===== src/rtl/data_mem_lsu_if.sv =====
// Request/response bus between the core MEM stage and data_mem_lsu.
// master = core side (drives requests), slave = memory side (drives responses).
interface data_mem_lsu_if #(
    parameter int unsigned ADDR_W = 8
);
    logic              req_valid;
    logic              req_ready;
    logic              req_we;
    logic [2:0]        req_funct3;
    logic [ADDR_W-1:0] req_addr;
    logic [31:0]       req_wdata;
    logic              resp_valid;
    logic [31:0]       resp_rdata;
    logic              resp_err;

    modport master (
        output req_valid, req_we, req_funct3, req_addr, req_wdata,
        input  req_ready, resp_valid, resp_rdata, resp_err
    );

    modport slave (
        input  req_valid, req_we, req_funct3, req_addr, req_wdata,
        output req_ready, resp_valid, resp_rdata, resp_err
    );
endinterface


===== src/rtl/data_mem_lsu.sv =====
// Byte-addressable data memory with RV32 load/store sizing, fixed response latency and
// misalign/reserved/range error reporting. Optional statistics counters are enabled by
// defining DMEM_STATS_EN; otherwise the stat_* outputs are tied to zero.
module data_mem_lsu #(
    parameter int unsigned DEPTH_WORDS = 64,
    parameter int unsigned ADDR_W      = 8,
    parameter int unsigned LATENCY     = 1,
    parameter int unsigned STAT_W      = 16
) (
    input  logic              clk,
    input  logic              rst_n,
    data_mem_lsu_if.slave     bus,
    output logic [STAT_W-1:0] stat_loads,
    output logic [STAT_W-1:0] stat_stores,
    output logic [STAT_W-1:0] stat_errs
);
    localparam int unsigned IDX_W = $clog2(DEPTH_WORDS);
    localparam logic [ADDR_W:0] ADDR_LIM = (ADDR_W + 1)'(DEPTH_WORDS * 4);

    typedef enum logic [1:0] {StIdle, StWait, StResp} state_e;

    state_e      state_q, state_d;
    logic [3:0]  wait_q, wait_d;
    logic [31:0] rdata_q;
    logic        err_q;

    logic [31:0] mem [DEPTH_WORDS];

    logic             accept;
    logic [IDX_W-1:0] idx;
    logic             misalign, reserved, out_of_range, req_err;
    logic [31:0]      rd_word, load_fmt, load_data;
    logic [7:0]       rd_byte;
    logic [15:0]      rd_half;
    logic [3:0]       be;
    logic [31:0]      wdata_rep;

    assign bus.req_ready = (state_q == StIdle) || (state_q == StResp);
    assign accept        = bus.req_valid && bus.req_ready;
    assign idx           = bus.req_addr[IDX_W+1:2];

    // Classify the request: misalignment, reserved size codes and range.
    always_comb begin
        misalign     = 1'b0;
        reserved     = 1'b0;
        out_of_range = ({1'b0, bus.req_addr} >= ADDR_LIM);
        unique case (bus.req_funct3)
            3'd0:       reserved = 1'b0;
            3'd1:       misalign = bus.req_addr[0];
            3'd2:       misalign = (bus.req_addr[1:0] != 2'b00);
            3'd4:       reserved = bus.req_we;
            3'd5:       begin
                            reserved = bus.req_we;
                            misalign = bus.req_addr[0];
                        end
            default:    reserved = 1'b1;
        endcase
        req_err = misalign || reserved || out_of_range;
    end

    // Read the addressed word and size/extend it for the load response.
    always_comb begin
        rd_word  = mem[idx];
        rd_byte  = rd_word[{bus.req_addr[1:0], 3'b000} +: 8];
        rd_half  = bus.req_addr[1] ? rd_word[31:16] : rd_word[15:0];
        load_fmt = 32'h0;
        unique case (bus.req_funct3)
            3'd0:    load_fmt = {{24{rd_byte[7]}}, rd_byte};
            3'd1:    load_fmt = {{16{rd_half[15]}}, rd_half};
            3'd2:    load_fmt = rd_word;
            3'd4:    load_fmt = {24'h0, rd_byte};
            3'd5:    load_fmt = {16'h0, rd_half};
            default: load_fmt = 32'h0;
        endcase
        load_data = (req_err || bus.req_we) ? 32'h0 : load_fmt;
    end

    // Byte enables and lane-replicated store data.
    always_comb begin
        be        = 4'b0000;
        wdata_rep = bus.req_wdata;
        unique case (bus.req_funct3[1:0])
            2'd0:    begin
                         be        = 4'b0001 << bus.req_addr[1:0];
                         wdata_rep = {4{bus.req_wdata[7:0]}};
                     end
            2'd1:    begin
                         be        = bus.req_addr[1] ? 4'b1100 : 4'b0011;
                         wdata_rep = {2{bus.req_wdata[15:0]}};
                     end
            2'd2:    be = 4'b1111;
            default: be = 4'b0000;
        endcase
        if (!(accept && rst_n && bus.req_we && !req_err)) begin
            be = 4'b0000;
        end
    end

    // Array write at the accept edge; contents are deliberately not reset.
    always_ff @(posedge clk) begin
        for (int i = 0; i < 4; i++) begin
            if (be[i]) begin
                mem[idx][8*i +: 8] <= wdata_rep[8*i +: 8];
            end
        end
    end

    // State register and latency counter.
    always_ff @(posedge clk) begin
        if (!rst_n) begin
            state_q <= StIdle;
            wait_q  <= 4'd0;
        end else begin
            state_q <= state_d;
            wait_q  <= wait_d;
        end
    end

    // Next-state: WAIT absorbs LATENCY-1 edges before RESP.
    always_comb begin
        state_d = state_q;
        wait_d  = wait_q;
        unique case (state_q)
            StIdle, StResp: begin
                if (accept) begin
                    if (LATENCY > 1) begin
                        state_d = StWait;
                        wait_d  = 4'(LATENCY - 2);
                    end else begin
                        state_d = StResp;
                    end
                end else begin
                    state_d = StIdle;
                end
            end
            StWait: begin
                if (wait_q == 4'd0) state_d = StResp;
                else                wait_d  = wait_q - 4'd1;
            end
            default: state_d = StIdle;
        endcase
    end

    // Capture the response payload at accept; held until RESP.
    always_ff @(posedge clk) begin
        if (!rst_n) begin
            rdata_q <= 32'h0;
            err_q   <= 1'b0;
        end else if (accept) begin
            rdata_q <= load_data;
            err_q   <= req_err;
        end
    end

    assign bus.resp_valid = (state_q == StResp);
    assign bus.resp_rdata = bus.resp_valid ? rdata_q : 32'h0;
    assign bus.resp_err   = bus.resp_valid && err_q;

`ifdef DMEM_STATS_EN
    // Saturating per-accept statistics; erroneous requests also count by direction.
    always_ff @(posedge clk) begin
        if (!rst_n) begin
            stat_loads  <= '0;
            stat_stores <= '0;
            stat_errs   <= '0;
        end else if (accept) begin
            if (bus.req_we && !(&stat_stores)) stat_stores <= stat_stores + 1'b1;
            if (!bus.req_we && !(&stat_loads)) stat_loads <= stat_loads + 1'b1;
            if (req_err && !(&stat_errs))      stat_errs <= stat_errs + 1'b1;
        end
    end
`else
    assign stat_loads  = '0;
    assign stat_stores = '0;
    assign stat_errs   = '0;
`endif
endmodule

===== src/flat_wrapper.sv =====
// flat-port wrapper written by rule: the top's interface ports become plain ports
module data_mem_lsu_flat 
#(
    parameter int unsigned DEPTH_WORDS = 64,
    parameter int unsigned ADDR_W      = 8,
    parameter int unsigned LATENCY     = 1,
    parameter int unsigned STAT_W      = 16
)
  (clk, rst_n, stat_loads, stat_stores, stat_errs, bus_req_valid, bus_req_we, bus_req_funct3, bus_req_addr, bus_req_wdata, bus_req_ready, bus_resp_valid, bus_resp_rdata, bus_resp_err);
  data_mem_lsu_if #(.ADDR_W(ADDR_W)) bus_i ();
  input  logic clk;
  input  logic rst_n;
  output logic [STAT_W-1:0] stat_loads;
  output logic [STAT_W-1:0] stat_stores;
  output logic [STAT_W-1:0] stat_errs;
  input wire logic [$bits(bus_i.req_valid)-1:0] bus_req_valid;
  input wire logic [$bits(bus_i.req_we)-1:0] bus_req_we;
  input wire logic [$bits(bus_i.req_funct3)-1:0] bus_req_funct3;
  input wire logic [$bits(bus_i.req_addr)-1:0] bus_req_addr;
  input wire logic [$bits(bus_i.req_wdata)-1:0] bus_req_wdata;
  output wire logic [$bits(bus_i.req_ready)-1:0] bus_req_ready;
  output wire logic [$bits(bus_i.resp_valid)-1:0] bus_resp_valid;
  output wire logic [$bits(bus_i.resp_rdata)-1:0] bus_resp_rdata;
  output wire logic [$bits(bus_i.resp_err)-1:0] bus_resp_err;
  assign bus_i.req_valid = bus_req_valid;
  assign bus_i.req_we = bus_req_we;
  assign bus_i.req_funct3 = bus_req_funct3;
  assign bus_i.req_addr = bus_req_addr;
  assign bus_i.req_wdata = bus_req_wdata;
  assign bus_req_ready = bus_i.req_ready;
  assign bus_resp_valid = bus_i.resp_valid;
  assign bus_resp_rdata = bus_i.resp_rdata;
  assign bus_resp_err = bus_i.resp_err;
  data_mem_lsu #(.DEPTH_WORDS(DEPTH_WORDS), .ADDR_W(ADDR_W), .LATENCY(LATENCY), .STAT_W(STAT_W)) u_core (.clk(clk), .rst_n(rst_n), .bus(bus_i), .stat_loads(stat_loads), .stat_stores(stat_stores), .stat_errs(stat_errs));
endmodule

===== config.mk =====
export PLATFORM = sky130hd
export DESIGN_NAME = data_mem_lsu_flat
export DESIGN_NICKNAME = d
export VERILOG_FILES = /design/src/rtl/data_mem_lsu_if.sv /design/src/rtl/data_mem_lsu.sv /design/src/flat_wrapper.sv
export SDC_FILE = /design/constraint.sdc
export NUM_CORES = 2
export LEC_CHECK = 0
export CORE_MARGIN = 3
export CORE_UTILIZATION = 45
export CTS_CLUSTER_DIAMETER = 120
export DETAILED_ROUTE_END_ITERATION = 10
export DONT_BUFFER_PORTS = 1
export PLACE_DENSITY = 0.6
export SETUP_SLACK_MARGIN = 0.4
export SKIP_CTS_REPAIR_TIMING = 1
export SYNTH_ARGS = -nofsm -noshare
export SYNTH_HDL_FRONTEND = slang
export SYNTH_SLANG_ARGS = --single-unit

===== constraint.sdc =====
create_clock -name clk -period 6.1 [get_ports clk]
set_input_delay 0.915 -clock clk [delete_from_list [all_inputs] [get_ports clk]]
set_output_delay 0.915 -clock clk [all_outputs]
set_load 0.01 [all_outputs]

Word level (Yosys, flattened, before mapping)
Memories as Yosys holds them, arrays and structs flattened.
Index checks and enable logic that the tools add are counted.
Word-level totals
  register bits after elaboration: 39
  memory bits (writable): 2048
  input port bits: 47
  memories kept: 1
Operators by class
  $add $sub $neg: 1
  equality and inequality tests: 9
  shift-type cells: 2
  mux-type cells: 21
  bitwise gates (word level): 1
  reduce and logical (&&, ||, !) cells: 19
Memory list
  u_core.mem: words 64, width 32, read ports 1, clocked after Yosys merged registers in 0, write ports 1, RTL line data_mem_lsu.sv:27  | logic [31:0] mem [DEPTH_WORDS];
Operators by type and width (number)
  $pmux 32 s5: 1
  $mux 32: 2
  $pmux 32 s2: 1
  $shiftx 32x6->8: 1
  $mux 16: 1
  $pmux 4 s3: 1
  $mux 1: 8
  $mux 4: 2
  $eq 3x3->1 const B: 2
  $reduce_or 2->1: 3
  $logic_and 1x1->1: 5
  $eq 2x1->1 const B: 2
  $eq 2x2->1 const B: 2
  $logic_not 2->1: 2
  $logic_not 4->1: 1
  $mux 2: 2
  $pmux 1 s2: 2
  $pmux 2 s2: 1
  $shl 1x2->4 const A: 1
  $sub 4x1->4 const B: 1
  $eq 3x1->1 const B: 1
  $eq 3x2->1 const B: 1
  $logic_not 3->1: 1
  $logic_or 1x1->1: 3
  6 further kinds: 6

Longest topological paths before layout
  depth after elaboration: 9
  mapped depth: 17

Worst setup path before layout
Ideal clock, no wire load.
  path type: input to register
  from: input port bus_req_funct3[0]
  to: memory u_core.mem[0][24] (data pin)
  setup time: 0.702 ns
  arrival: 4.214 ns
  data required time: 5.398 ns
  path slack: 1.185 ns
  stages: 4
  path buffers: 2
  cell sequence: clkbuf_1 > buf_1 > mux2i_1 > o21ai_0
Between the ends
  longest elaborated chain between the ends: 2
  elaborated cells on any way between the ends: 3
  classes of those cells: eq/ne: 1; mux: 1; reduce/logical: 1
RTL lines
  from (decl): RTL line flat_wrapper.sv:18  | input wire logic [$bits(bus_i.req_funct3)-1:0] bus_req_funct3;
  $eq 2x1->1 / $logic_not 2->1 (equally long branches): RTL line data_mem_lsu.sv:82  | unique case (bus.req_funct3[1:0])
  $pmux 32 s2 *: RTL line data_mem_lsu.sv:82
  via u_core.wdata_rep[24]: RTL line data_mem_lsu.sv:36  | logic [31:0] wdata_rep;
  to (decl): RTL line data_mem_lsu.sv:27
Mark *: on every way through the listed nets, which the timed path passes. The rest lies on a longest branch.

Worst setup path in the final report
  from: input port bus_req_addr[4]
  to: register u_core.rdata_q[20]
Between the ends
  longest elaborated chain between the ends: 4
  elaborated cells on any way between the ends: 5
  classes of those cells: shift: 1; mux: 3; memory: 1
RTL lines
  from (decl): RTL line flat_wrapper.sv:19  | input wire logic [$bits(bus_i.req_addr)-1:0] bus_req_addr;
  $mem_v2 64x32 *
  $shiftx 32x6->8 / $mux 16 (equally long branches): RTL line data_mem_lsu.sv:64, data_mem_lsu.sv:65
  $pmux 32 s5 *: RTL line data_mem_lsu.sv:67  | unique case (bus.req_funct3)
  $mux 32 *: RTL line data_mem_lsu.sv:75  | load_data = (req_err || bus.req_we) ? 32'h0 : load_fmt;
  to (signal assigned): RTL line data_mem_lsu.sv:150  | rdata_q <= load_data;
  to (decl): RTL line data_mem_lsu.sv:24  | logic [31:0] rdata_q;
Every way passes the cells marked *; elsewhere a longest branch is shown, timed or not.
A chain may end at the register's enable or synchronous reset.

==> qor.csv <==
metric,value,unit
outcome,"finished, violations left",
failed_checks,max-slew violations,
yosysTopAreaCellShare,75.36,%
die_area,186500,µm²
start_util,45.49,%
root_buffer,clkbuf_16,
port_buffers,0,
num_vias,48840,
fmax,177.3,MHz
cts_htree_levels,4,
cp.arrival,6.36,ns
ant_nets,0,
p_per_area,327.7,nW/µm²
mostFrequentLayoutCells,"edfxtp_1 (2,048), nor2_1 (360), a22oi_1 (254), clkbuf_16 (207), mux2_2 (190)",
slew_headroom,-69.94,%
routed_wl,276000,µm
synth_area_leader_cell,edfxtp_1,
setup_viol,0,
vias_per_cell,6.684,
synthFlopType,edfxtp_1,
final_util,50.46,%
grt_max_degree,425,
ir_worst_vdd,212.0,µV
final_common_cell,edfxtp_1,
drtPass1Iterations,6,
crit_path_end_kind,flop,
place_area,84120,µm²
clock_skew,0.03398,ns
synth_area,81610,µm²
cp.required,6.82,ns
syn_inst,4791,
std_cell_rows,155,
pin_count,130,
hold_viol,0,
cp-start-kind,input pin,
maxSlewViolCount,214,
ys_async_sr_fraction,0,%
synthTopCellsByArea,"edfxtp_1 (75%), mux2_2 (2.6%), a22oi_1 (2.3%)",
die_width,431.9,µm
dp_hpwl,162800,µm
antenna_found_initial,15,
wl_per_cell,37.77,µm
max-cap-violations,0,
place_congestion,0.8889,
synth_edf_count,2048,
die_h,431.9,µm
cts.sinks,2082,
grt_pass1_wl,378000,µm
gr-total-overflow,0,
cts_tree,yes,
synthDistinctLibCells,75,
cts_made_buffers,202,
tns,0,ns
clock_latency,0.87,ns
final_area,90520,µm²
path_clk_slew,0.06,ns
crit_fanout,424,
hp-class,in2reg,
track_usage,29.11,%
avgSynthCellArea,17.03,µm²
fin_crit,5.642,ns
n_fill_cell,14439,
core_area,179400,µm²
drt_iter0_markers,8452,
worstMarginPinSlew,2.549,ns
drc_errors,0,
grt_pass1_vias,45898,
grt_setup_unrepaired,false,
final_layout_size_suffix_gt1_share,14.40,%
yosysWarnings,0,
leakage,0.02802,µW
cts.path.max_buffers,3,
worst-setup-path-type,in2reg,
area_growth,10.92,%
yosysSeqAreaShare,76.19,%
ys_ff_latch,2082,
finalNetCount,4830,
power,29660,µW
period_share,92.49,%
[through the flow]
| step | hold slack, ns | setup WS [ns] | instances |
|---|---|---|---|
| 2_1_floorplan | 0.4334 | 1.185 | 4838 |
| 4_1_cts | 0.1138 | 2.282 | 7301 |
| 5_1_grt | 0.1244 | 1.582 | 7301 |
| 3_3_place_gp | 0.4954 | 1.427 | 6934 |
| 3_5_place_dp | 0.5096 | 1.289 | 6934 |
| 6_report | 0.1507 | 0.4583 | 7307 |
[final cells by class]
| class | instances | area, µm² | share of cell area, % |
|---|---|---|---|
| inverters | 13 | 58.81 | 0.06496 |
| well taps | 2355 | 2947 | 3.255 |
| repair buffers | 131 | 1109 | 1.225 |
| clock buffers | 253 | 5353 | 5.913 |
| flip-flops and latches | 2082 | 62180 | 68.69 |
| clock inverters | 114 | 1033 | 1.142 |
| multi-input cells | 2353 | 17830 | 19.69 |
| diodes | 6 | 15.01 | 0.01659 |
[state kept, by name (all words and copies together), names as in the netlist]
signal	flops
u_core.mem	2048
u_core.rdata_q	32
u_core.err_q	1
u_core.state_q	1
[final timing paths]
check	startpoint	end	cells after the start	slack [ns]
worst min-delay path	bus_req_wdata[0]	u_core.mem[41][0]$_DFFE_PP_	0	0.15
worst min register to register	u_core.rdata_q[30]$_SDFFE_PN0P_	u_core.rdata_q[30]$_SDFFE_PN0P_	2	0.52
worst max-delay path	bus_req_addr[4]	u_core.rdata_q[20]$_SDFFE_PN0P_	10	0.46
worst max register to register	u_core.mem[31][23]$_DFFE_PP_	u_core.rdata_q[12]$_SDFFE_PN0P_	8	2.52
[metal layers]
metal	track usage, %	vias to the layer above	wire length, µm
met4	14.21	10	15480
met5	0	-	64
li1	-	19381	-
met2	42.95	3598	122600
met3	8.047	672	33500
met1	39.94	25179	104300
[kinds of logic (layout without fill, tap and decap cells)]
logic type	Yosys count	after routing	synth area share [%]
flops	2082	2082	76.19
other cells	2	55	0.009202
compound gates	1089	1089	10.04
simple gates	760	760	4.293
mux	455	455	6.973
buf+inv	403	511	2.494
[report_power, final]
group | total (µW) | switching (µW) | internal, µW | leakage (µW)
clock network | 12300 | 5430 | 6840 | 0.00310
logic | 1570 | 1130 | 446 | 0.00639
registers | 15800 | 6.38 | 15800 | 0.0185
[cell usage after synthesis, types with 38 or more instances]
cell type and instances:
o21ai_0 96, clkbuf_1 152, buf_1 38, mux2i_1 189, mux2_2 191, a22oi_1 254, a221o_1 73, nand2_1 172
a221oi_1 160, edfxtp_1 2048, mux4_2 71, o22ai_1 47, and2_1 50, a21oi_1 149, buf_4 74, buf_2 112
a22o_1 77, a31oi_1 44, nor2_1 366
[worst max-delay path: stages]
cell	delay, ns
nor2b_4	1.30
buf_4	0.51
a22oi_1	0.18
nand3_1	0.27
nand4_1	0.14
nor4_2	0.65
buf_4	0.28
a31oi_1	0.19
o2111ai_4	0.28
or3b_1	0.39
(Power assumes the default switching activity.)
